===== src/rtl/aes_round_ctrl.sv =====
`default_nettype none
// +----------------------------------------------------------------------------+
// | Module      : aes_round_ctrl                                               |
// | Description : AES-128 round sequencer driving the malch datapath: operand  |
// |               muxing, cs/count decode and ciphertext capture.              |
// | Revision    : 1.0  initial release                                         |
// +----------------------------------------------------------------------------+
module aes_round_ctrl #(
    parameter int NR    = 10,
    parameter int CNT_W = 8
) (
    input  logic             clk,
    input  logic             rst_n,
    input  logic             start,
    input  logic [127:0]     pt_in,
    input  logic [127:0]     key_in,
    input  logic [127:0]     dp_out,
    input  logic [127:0]     dp_exkey,
    output logic [127:0]     dp_in,
    output logic [127:0]     dp_key,
    output logic [2:0]       cs,
    output logic [CNT_W-1:0] count,
    output logic             busy,
    output logic             done,
    output logic [127:0]     ct_out
);

    localparam logic [2:0] S_IDLE = 3'd0;
    localparam logic [2:0] S_ADD0 = 3'd1;
    localparam logic [2:0] S_SUB  = 3'd2;
    localparam logic [2:0] S_SHI  = 3'd3;
    localparam logic [2:0] S_MIX  = 3'd4;
    localparam logic [2:0] S_ADDR = 3'd5;
    localparam logic [2:0] S_FIN  = 3'd6;

    localparam logic [2:0] CS_RES = 3'b000;
    localparam logic [2:0] CS_ADD = 3'b001;
    localparam logic [2:0] CS_SUB = 3'b010;
    localparam logic [2:0] CS_SHI = 3'b100;
    localparam logic [2:0] CS_MIX = 3'b101;
    localparam logic [2:0] CS_FIN = 3'b111;

    localparam logic [3:0] C_LAST_ROUND = 4'(NR);

    logic [2:0]   state_q, state_d;
    logic [3:0]   round_q, round_d;
    logic         done_q,  done_d;
    logic [127:0] ct_q,    ct_d;
    logic         w_last_round;

    assign w_last_round = (round_q == C_LAST_ROUND);

    always_comb begin
        state_d = state_q;
        round_d = round_q;
        done_d  = 1'b0;
        ct_d    = ct_q;
        case (state_q)
            S_IDLE: begin
                round_d = 4'd0;
                if (start) begin
                    state_d = S_ADD0;
                end
            end
            S_ADD0: begin
                state_d = S_SUB;
                round_d = 4'd1;
            end
            S_SUB: begin
                state_d = S_SHI;
            end
            // The final round omits MixColumns.
            S_SHI: begin
                state_d = w_last_round ? S_ADDR : S_MIX;
            end
            S_MIX: begin
                state_d = S_ADDR;
            end
            S_ADDR: begin
                if (w_last_round) begin
                    state_d = S_FIN;
                end else begin
                    state_d = S_SUB;
                    round_d = round_q + 4'd1;
                end
            end
            S_FIN: begin
                state_d = S_IDLE;
                round_d = 4'd0;
                done_d  = 1'b1;
                ct_d    = dp_out;
            end
            default: begin
                state_d = S_IDLE;
                round_d = 4'd0;
            end
        endcase
    end

    always_ff @(posedge clk or negedge rst_n) begin
        if (!rst_n) begin
            state_q <= S_IDLE;
            round_q <= 4'd0;
            done_q  <= 1'b0;
            ct_q    <= 128'd0;
        end else begin
            state_q <= state_d;
            round_q <= round_d;
            done_q  <= done_d;
            ct_q    <= ct_d;
        end
    end

    // Decode purely from registered state so start has no path to cs/count.
    always_comb begin
        cs = CS_RES;
        case (state_q)
            S_IDLE:  cs = CS_RES;
            S_ADD0:  cs = CS_ADD;
            S_SUB:   cs = CS_SUB;
            S_SHI:   cs = CS_SHI;
            S_MIX:   cs = CS_MIX;
            S_ADDR:  cs = CS_ADD;
            S_FIN:   cs = CS_FIN;
            default: cs = CS_RES;
        endcase
    end

    assign count  = CNT_W'(round_q);
    assign busy   = (state_q != S_IDLE);
    assign done   = done_q;
    assign ct_out = ct_q;

    // In IDLE malch sees RES, so it reloads pt/key every edge including the accepting one.
    assign dp_in  = (state_q == S_IDLE) ? pt_in  : dp_out;
    assign dp_key = (state_q == S_IDLE) ? key_in : dp_exkey;

endmodule
`default_nettype wire


===== config.mk =====
export PLATFORM = sky130hd
export DESIGN_NAME = aes_round_ctrl
export DESIGN_NICKNAME = d
export VERILOG_FILES = /design/src/rtl/aes_round_ctrl.sv
export SDC_FILE = /design/constraint.sdc
export NUM_CORES = 1
export LEC_CHECK = 0
export ABC_AREA = 1
export BUFFER_PORTS_ARGS = -buffer_cell sky130_fd_sc_hd__buf_2
export CAP_MARGIN = 20
export CORE_AREA = 2 2 357 359
export DETAILED_ROUTE_END_ITERATION = 12
export DIE_AREA = 0 0 359 361
export PLACE_DENSITY_LB_ADDON = 0.25
export SLEW_MARGIN = 30
export SYNTH_ARGS = -nofsm -noshare
export SYNTH_HDL_FRONTEND = slang
export SYNTH_SLANG_ARGS = --single-unit
export TNS_END_PERCENT = 20

===== constraint.sdc =====
create_clock -name clk -period 2.1 [get_ports clk]
set_input_delay 0.42 -clock clk [delete_from_list [all_inputs] [get_ports clk]]
set_output_delay 0.42 -clock clk [all_outputs]
set_load 0.005 [all_outputs]

# --- Yosys cells after proc, flatten, opt, wreduce, memory -nomap -nowiden ---
# Cells that the tools add are included.
totals:
  reg_bits: 136
  input_bits: 515
  out_inout_bits: 397
  word_cells: 30
op_classes:
  n_addsub: 1
  n_eq_ne: 9
  muxes: 10
  bitwise: 1
  n_reduce_logical: 5
op_table:
  columns: ["cell", "n"]
  rows:
  - ["two-way mux 128 bit", 2]
  - ["case mux 3 bit (6 select lines)", 1]
  - ["case mux 3 bit (5 select lines)", 1]
  - ["case mux 4 bit (3 select lines)", 1]
  - ["equality test 3 bit (second input constant)", 3]
  - ["equality test 3 x 2 -> 1 bit (second input constant)", 2]
  - ["two-way mux 3 bit", 2]
  - ["adder 4 x 1 -> 4 bit (second input constant)", 1]
  - ["equality test 4 bit (second input constant)", 1]
  - ["two-way mux 4 bit", 1]
  - ["inequality test 2 bit (second input constant)", 2]
  - ["equality test 3 x 1 -> 1 bit (second input constant)", 1]
  - ["logical NOT 3 bit", 1]
  - ["nonzero test 3 bit", 1]
  - ["OR reduction 3 bit", 1]
  - ["two-way mux 1 bit", 2]
  - ["AND reduction 2 bit", 1]
  - ["OR reduction 2 bit", 1]
  - ["NOT 1 bit", 1]

# --- Depth between registers and ports, before layout ---
# Gate-level depths: netlist of the first run.
logic_depth:
  ltp_word: 4
  ltp_mapped: 10
  ltp_nobuf: 10

# --- Worst setup path after synthesis of the first run ---
# No wires, ideal clock.
synth_timing:
  path_kind: "flip-flop to output port"
  from: "register state_q[0]"
  to: "output dp_in[25]"
  arrival_time_ns: 1.197
  t_required_ns: 1.680
  path_slack_ns: 0.483
  path_stages_with_launch: 8
  path_buffers: 3
  cell_sequence: "dfrtp_1 -> buf_4 -> nor2_2 -> nand2_2 -> inv_2 -> buf_4 -> buf_2 -> o21ai_1"
synth_via:
  elab_chain_cells: 2
synth_rtl:
  columns: ["element", "line_no", "rtl"]
  rows:
  - ["start, declared", "45", "logic [2:0] state_q, state_d;"]
  - ["start signal, assigned", "107", "state_q <= state_d;"]
  - ["logical NOT 3 bit", "135", "assign dp_in = (state_q == S_IDLE) ? pt_in : dp_out;"]
  - ["two-way mux 128 bit", "135", null]
  - ["end, declared", "19", "output logic [127:0] dp_in,"]
# Every way passes these cells.

# --- Final worst setup path of the first run ---
layout_timing:
  from: "register state_q[1]"
  to: "output dp_in[120]"
# Same word-level chain as after synthesis.

==> results summary, run 1 <==
The critical path arrival came out at 1.98 ns. The setup violation total in the final timing report is 258. The chip height came out at 361 um. Fill cells in the final layout number 14,700. The count of final max-slew check failures is 0. The final reports fail on setup timing. The estimated wirelength of the detail-placed design came out at 56.7 mm. The most area-hungry cell type in the Yosys netlist is dfrtp_1. The logic gate share of total power is 68.0%. The number of global-route vias before repair came out at 11,900.

The max-capacitance violation count came out at 0. The area of all placed cells without fillers is 0.0170 mm2. The number of hold-slack violations in the final timing report is 0. The power after layout came out at 23.8 mW. The synthesis-stage register bit count is 136.

The number of cells after detailed placement is 3,831. The clock latency on the worst-skew pair came out at 0.50 ns. After layout, the worst path uses 114% of the clock period. The number of buffers between clock root and the deepest sink is 2. The pin count of the biggest net entering global routing came out at 89. In this run, CTS created clock tree buffers numbering 17. The initialized floorplan defines 130 standard-cell rows.

The worst setup path is launched from a flop. The detailed-route wire length is 68.7 mm. The number of antenna violations at the first check in global routing is 50. Once the floorplan was initialized, standard cells occupied 6.86% of the core. The setup slack on the worst flop-to-flop path is 0.26 ns. The final antenna-violating net count came out at 0. The worst setup path is captured at an output port. The instance count of the mapped netlist is 1,310. For this run, the share of the core covered by cells in the final layout is 13.6%. Setup repair after global routing could not meet its margin everywhere. The per-instance average area after synthesis is 6.56 um2. The largest clock skew in the final design came out at 0.0358 ns. The aggregate global routing overflow is 0. The wire length of the first global-routing pass is 91.4 mm. The TritonCTS clock tree is done.

In this run the worst path has a maximum fanout of 27. The netlist area before placement is 0.00860 mm2. Across all hold checks on the routed design, the worst slack comes to 0.189 ns. After the flow finishes, the layout carries non-filler instances totaling 3,906. Clock-pin slew was measured on the worst setup and hold paths at 0.08 ns. The total track usage came out at 10.1%. Across all layers, the routed design uses 12,000 vias. The leakage component of the power is 9.41 nW. The overall die width came out at 359 um.

The worst path in the final design needs a cycle of 2.40 ns, including I/O delays and setup. For the pin with the worst max-slew slack, the measured transition is 0.522 ns. The proportion of netlist area held by the largest area contributor is 39.6%.

The fraction of final layout cells sized beyond drive strength 1 came out at 50.8%. The overall die area came out at 0.130 mm2. The depth of the CTS H-tree is 4. Measured against its own limit, the worst slew margin works out to 65.2%. For this run, design rule violations remaining after detail routing come to 0. The largest individual stage delay along the critical path comes from the cell dfrtp_1.

The distinct cell type count of the synthesized netlist came out at 21. The net switching component of the power is 10.8 mW. The routed wire length per instance is 17.6 um. The part of the total power dissipated in the clock network is 12.6%. The number of clock sinks came out at 136. The cell type with the highest occurrence count on the critical path is buf_12. The share of the Yosys chip area taken by registers is 39.6%.

The power density of the placed cells came out at 1400 mW/mm2. The summed negative setup slack over all endpoints came out at -54.10 ns. The iteration-0 DRC count of the detailed router is 596.

The fraction of power spent switching nets is 45.5%. The number of vias per cell is 3.07. The worst hold path belongs to the class primary input to flop. The placed instances occupy a cell area of 0.0150 mm2. The worst-case IR drop observed on VDD is 0.000721 V. The area of the core is 0.125 mm2.

The net total in the final layout is 2,757. Prior to clock tree synthesis, the placed netlist has a worst setup slack of 0.0300 ns. The total of warnings raised by yosys came out at 0. The port buffer count is 907. The run finished, with violations left. The routability congestion estimate from global placement is 0.893. The highest clock rate is 416 MHz. Data on the critical path is required at its endpoint by 1.68 ns. For this design the top-level I/O count stands at 912. For this run, the slowest stage of the critical path takes 0.41 ns. The pre-antenna-repair detailed-routing pass consisted of 5 iterations. The share of total power in sequential cells came out at 19.4%. By area the synthesized netlist is led by dfrtp_1 40%, nand2_1 29%, o21ai_1 8.3%, o21ai_0 6.7%, inv_1 6.0%. Setup slack on the critical path of the routed design comes to -0.302 ns. Clock tree synthesis selected as its root buffer the cell clkbuf_16. The signal on the critical path passes through nor2_4, nand2_8, clkinv_16, buf_4, buf_12, buf_12, nand2_1, o21ai_1, buf_2. The critical path is of the flop to output port type. The area growth from synthesis to layout came out at 97.9%. The internal portion of the total power is 13.0 mW.
==> worst max-delay path, delay by kind of cell, from the launching register on <==
| family | cells | cell delay [ns] |
|---|---|---|
| simple gates | 3 | 0.39 |
| flops | 1 | 0.41 |
| compound gates | 1 | 0.08 |
| buf+inv | 5 | 0.62 |
==> path summary, 6_finish.rpt <==
check,start,endpoint,cells after the start
max in group asynchronous,rst_n,ct_out[15],3
min reg2reg,ct_out[80],ct_out[80],2
min,dp_out[67],ct_out[67],3
max,state_q[1],dp_in[120],9
max reg2reg,state_q[1],ct_out[107],7
min in group asynchronous,rst_n,ct_out[34],2
==> sequential cells by signal, summed over array words and instances (netlist names) <==
name	count
done	1
ct_out	128
round_q	4
state_q	3
==> cell type report <==
class	count	area (um2)	area share [%]
Antenna cell	3	7.51	0.0441
Clock buffer	18	439	2.58
Clock inverter	14	113	0.662
Inverter	140	552	3.24
Multi-Input combinational cell	948	4390	25.8
Sequential cell	136	3400	20.0
Tap cell	1650	2060	12.1
Timing Repair Buffer	995	6000	35.3
Timing Repair inverter	2	46.3	0.272
==> Yosys cell counts <==
master	number
a21oi_1	1
buf_2	19
buf_4	22
buf_6	41
clkbuf_1	7
conb_1	1
dfrtp_1	136
ha_1	2
inv_1	137
inv_2	3
nand2_1	663
nand2_2	2
nand3_1	5
nand4_1	1
nor2_1	8
nor2_2	1
nor2_4	1
o211ai_1	1
o21ai_0	115
o21ai_1	143
xnor2_1	1
==> metal layers <==
layer / wire, um / vias up / track usage (%)
li1: - / 5891 / -
met2: 34000 / 600 / 17.7
met1: 28200 / 5355 / 11.6
met3: 4810 / 118 / 3.37
met4: 1570 / 8 / 2.81
met5: 49 / - / 0
==> cell usage in the layout (no fill, tap or decap), types with 3 or more instances in the layout <==
master	synthesis	layout
buf_2	19	898
nand2_1	663	583
inv_1	137	136
dfrtp_1	136	136
o21ai_1	143	128
o21ai_0	115	102
nand2_2	2	62
buf_6	41	26
o21ai_2	0	25
buf_4	22	25
buf_12	0	22
clkbuf_16	0	21
nand2_4	0	17
buf_16	0	15
nor2_1	8	8
inv_6	0	6
nand3_1	5	5
conb_1	1	4
clkinvlp_4	0	4
buf_8	0	4
diode_2	0	3
inv_2	3	3
nand2_8	0	3
o21ai_4	0	3
==> power by group through the flow <==
stage	Clock (mW)	Sequential, mW	Combinational, mW
3_3_place_gp	0	4.61	12.9
3_5_place_dp	0	4.62	12.8
2_1_floorplan	0	4.73	6.09
5_1_grt	3.29	4.76	17.8
4_1_cts	3.21	4.60	15.4
6_report	3.00	4.60	16.2
==> logic make-up (layout without fill, tap and decap cells) <==
logic type / count (synthesis) / after routing / synth area share (%)
buffers and inverters: 229 / 1169 / 14.8
flip-flops: 136 / 136 / 39.6
AND/OR/NAND/NOR: 681 / 681 / 30.0
AO/OA/AOI/OAI: 260 / 260 / 15.2
other: 1 / 7 / 0.0436
XOR/XNOR: 1 / 1 / 0.102
adder cells (fa/ha/maj): 2 / 2 / 0.291
==> what timing repair did <==
item | 4_1_cts | 5_1_grt
resized for setup | 113 | 114
hold endpoints to repair | 35 | 0
endpoints found under the setup margin | 258 | 258
pin swaps | 6 | 3
cloned | 12 | 5
buffers inserted | 16 | 9
hold buffers | 1 | 0
No activity file was read; power rests on OpenSTA's default activity.
==> run 2: changes to the inputs <==
--- a/config.mk
+++ b/config.mk
@@ -12,6 +12,7 @@
 export DETAILED_ROUTE_END_ITERATION = 12
 export DIE_AREA = 0 0 359 361
 export PLACE_DENSITY_LB_ADDON = 0.25
+export SKIP_LAST_GASP = 1
 export SLEW_MARGIN = 30
 export SYNTH_ARGS = -nofsm -noshare
 export SYNTH_HDL_FRONTEND = slang
==> run 2 against run 1 <==
Effect of this change: the flow still finishes with violations (setup timing); setup slack lost 0.048 ns; cell area shrank 1.5%; die area is the same; first-iteration DRC count grew 5.5%; critical endpoint is now dp_key[96]; clock power is essentially flat; total power shrank 1.6%; critical path type unchanged; sequential cell count is the same; utilization shrank 0.21 points; clock-buffer cell count is the same; sequential share of layout area grew 0.31 points; global-route usage is essentially flat.
==> results summary, run 2 (same netlist as run 1, synthesis figures left out) <==
The count of final max-slew check failures is 0 (unchanged). The kind of start point of the critical path is a flop (unchanged). The number of antenna violations at the first check in global routing came out at 50 (unchanged). Result of the run: complete, but fails checks (unchanged). The max-capacitance violation count came out at 0 (unchanged).

The pre-CTS setup slack came out at 0.0300 ns (unchanged). The fraction of final layout cells sized beyond drive strength 1 came out at 48.0% (was 50.8%). The relative max-transition margin is 66.1% (was 65.2%). The depth of the CTS H-tree is 4 (unchanged). The cell type with the highest occurrence count on the critical path is nand2_1 (was buf_12). Ordered cell list for the critical path: nor2_4, nand2_8, buf_16, buf_8, nand2_1, nand2_1, buf_2 (was nor2_4, nand2_8, clkinv_16, buf_4, buf_12, buf_12, nand2_1, o21ai_1, buf_2).

The path type of the worst setup path is flop to output port (unchanged). The routed wire length per instance is 17.7 um (was 17.6 um). The number of top-level pins is 912 (unchanged). The category of the worst setup path capture point is an output port (unchanged). The overall die width is 359 um (unchanged).

The wire length of the first global-routing pass came out at 91.3 mm (was 91.4 mm). The net total in the final layout is 2,758 (was 2,757). The routability congestion estimate from global placement came to 0.893 (unchanged).

The detailed-route wire length is 69.4 mm (was 68.7 mm). The number of hold-slack violations in the final timing report came out at 0 (unchanged). The estimated wirelength of the detail-placed design came out at 56.7 mm (unchanged). Commonest cells after routing, fill and taps aside: 905 x buf_2, 636 x nand2_1, 137 x inv_1, 136 x dfrtp_1, 128 x o21ai_1 (was 898 x buf_2, 583 x nand2_1, 136 x inv_1, 136 x dfrtp_1, 128 x o21ai_1). The final antenna-violating net count is 0 (unchanged). The clock latency on the worst-skew pair came out at 0.50 ns (about the same).

The number of vias in the routed layout is 12,000 (about the same). The residual DRC count is 0 (unchanged). The power after layout is 23.4 mW (was 23.8 mW). The leakage component of the power came out at 9.35 nW (was 9.41 nW). The highest clock rate came out at 408 MHz (was 416 MHz). The net switching component of the power came out at 10.6 mW (was 10.8 mW). The worst setup margin is -0.350 ns (was -0.302 ns).

The largest clock skew in the final design was 0.0335 ns (was 0.0358 ns). The endpoint required time on the critical path is 1.68 ns (about the same). The part of the total power dissipated in the clock network is 12.8% (was 12.6%). The number of buffers created by CTS is 17 (unchanged). The final-layout worst hold slack came to 0.190 ns (was 0.189 ns). The number of global-route vias before repair came out at 11,900 (about the same). The number of buffers between clock root and the deepest sink is 2 (unchanged). The library cell contributing the largest single delay on the critical path is dfrtp_1 (unchanged).

The cell chosen for the clock root is clkbuf_16 (unchanged). The dominant delay contributor by cell family on the critical path is simple AND/OR/NAND/NOR gates (was buffers and inverters). The total iterations of the first detailed-routing run is 6 (was 5).

The transition at the pin with the smallest max-transition slack is 0.508 ns (was 0.522 ns). The pin count of the biggest net entering global routing came out at 89 (unchanged). The area of the core is 0.125 mm2 (unchanged). The critical path arrival was 2.03 ns (was 1.98 ns). The iteration-0 DRC count of the detailed router is 629 (was 596). The leading cell type in the layout, fill and taps excluded is buf_2 (unchanged). The number of vias per cell is 3.07 (about the same). Failing checks: setup timing (unchanged).

The clock slew at the register clock pins of the worst setup and hold paths came out at 0.08 ns (about the same). The TritonCTS clock tree is done (unchanged). The logic gate share of total power came out at 67.5% (was 68.0%).

The area growth from synthesis to layout is 94.9% (was 97.9%). The power density of the placed cells was 1400 mW/mm2 (about the same). The effective utilization at floorplan is 6.86% (unchanged). The setup violation total in the final timing report is 258 (unchanged). RSZ-0062 raised after global routing: yes (unchanged). The share of the clock period used by the worst path was 117% (was 114%).

The number of flip-flops under the largest register name came out at 128 (unchanged). The total track usage was 10.1% (about the same). The number of clock sinks is 136 (unchanged). The fraction of power spent switching nets is 45.5% (about the same). The overall die area is 0.130 mm2 (unchanged). The port buffer count is 907 (unchanged). The chip height is 361 um (unchanged).

The class of the most critical hold timing path is primary input to flop (unchanged). The worst vdd rail ir drop came to 0.000639 V (was 0.000721 V). The delay of the slowest cell on the worst path is 0.41 ns (about the same). The final period demand of the worst path came out at 2.45 ns (was 2.40 ns). The buffering stage count on the worst path with inverters included came out at 3 (was 5).

The floorplan row count was 130 (unchanged). The aggregate global routing overflow is 0 (unchanged). The share of total power in sequential cells is 19.7% (was 19.4%). The largest driver fanout on the critical path is 21 (was 27). The total internal power is 12.7 mW (was 13.0 mW).
[run 2: cell types whose count changed in the layout (fill, tap and decap cells not counted), sizes merged]
cell / before / now
inv: 146 / 147
bufbuf: 0 / 1
buf: 990 / 987
clkinv: 6 / 5
clkbuf: 22 / 25
diode: 3 / 4
[run 2: metal layers]
| metal | vias to the layer above | track usage [%] | share of wire, % |
|---|---|---|---|
| li1 | 5889 | - | - |
| met1 | 5408 | 11.7 | 41 |
| met2 | 589 | 17.7 | 50 |
| met3 | 116 | 3.16 | 6.7 |
| met4 | 6 | 2.86 | 2.4 |
| met5 | - | 0 | 0.059 |
[run 2: through the flow]
stage / util [%] / TNS, ns / instances / cell area [um2]
global route: 13.4 / -90.09 / 3906 / 16700
global placement: 12.0 / 0 / 3831 / 15000
floorplan: - / 0 / 1313 / 8610
detailed placement: 12.0 / 0 / 3831 / 15000
finish: 13.4 / -54.73 / 3908 / 16800
CTS: 13.0 / -82.02 / 3892 / 16400
[run 2: timing repair]
| item | CTS | global route |
|---|---|---|
| cloned | 12 | 9 |
| gates resized for setup | 59 | 61 |
| endpoints found under the hold margin | 35 | 0 |
| pin swaps | 3 | 2 |
| endpoints found under the setup margin | 258 | 258 |
| hold buffers | 1 | 0 |
| setup buffers | 16 | 7 |
[run 2: final cells by class]
| cell class | instances | area, um2 |
|---|---|---|
| Antenna cell | 4 | 10.0 |
| Clock buffer | 18 | 439 |
| Clock inverter | 14 | 113 |
| Fill cell | 14700 | 109000 |
| Inverter | 140 | 552 |
| Multi-Input combinational cell | 948 | 4200 |
| Sequential cell | 136 | 3400 |
| Tap cell | 1650 | 2060 |
| Timing Repair Buffer | 996 | 5940 |
| Timing Repair inverter | 2 | 36.3 |
[run 2: worst paths after layout]
kind / from / endpoint / slack (ns) / cells past startpoint
min in group asynchronous: rst_n / ct_out[118] / 0.45 / 2
max reg2reg: state_q[1] / ct_out[107] / 0.31 / 7
max: state_q[1] / dp_key[96] / -0.35 / 7
max in group asynchronous: rst_n / ct_out[15] / 1.04 / 3
min reg2reg: ct_out[80] / ct_out[80] / 0.48 / 2
min: dp_out[67] / ct_out[67] / 0.19 / 3
[run 2: power by group through the flow]
stage / Combinational [mW] / Sequential [mW] / Clock, mW
global route: 17.5 / 4.75 / 3.29
detailed placement: 12.8 / 4.62 / 0
CTS: 15.1 / 4.60 / 3.21
finish: 15.8 / 4.60 / 3.00
global placement: 12.9 / 4.61 / 0
floorplan: 6.09 / 4.73 / 0
[run 2: worst register-to-register path, cell delays in order, from the launching register on]
cell and delay [ns]:
dfrtp_1 0.41, buf_4 0.14, buf_4 0.13, inv_2 0.09, nor2_4 0.06, nand2_8 0.15
buf_4 0.50, o21ai_0 0.18
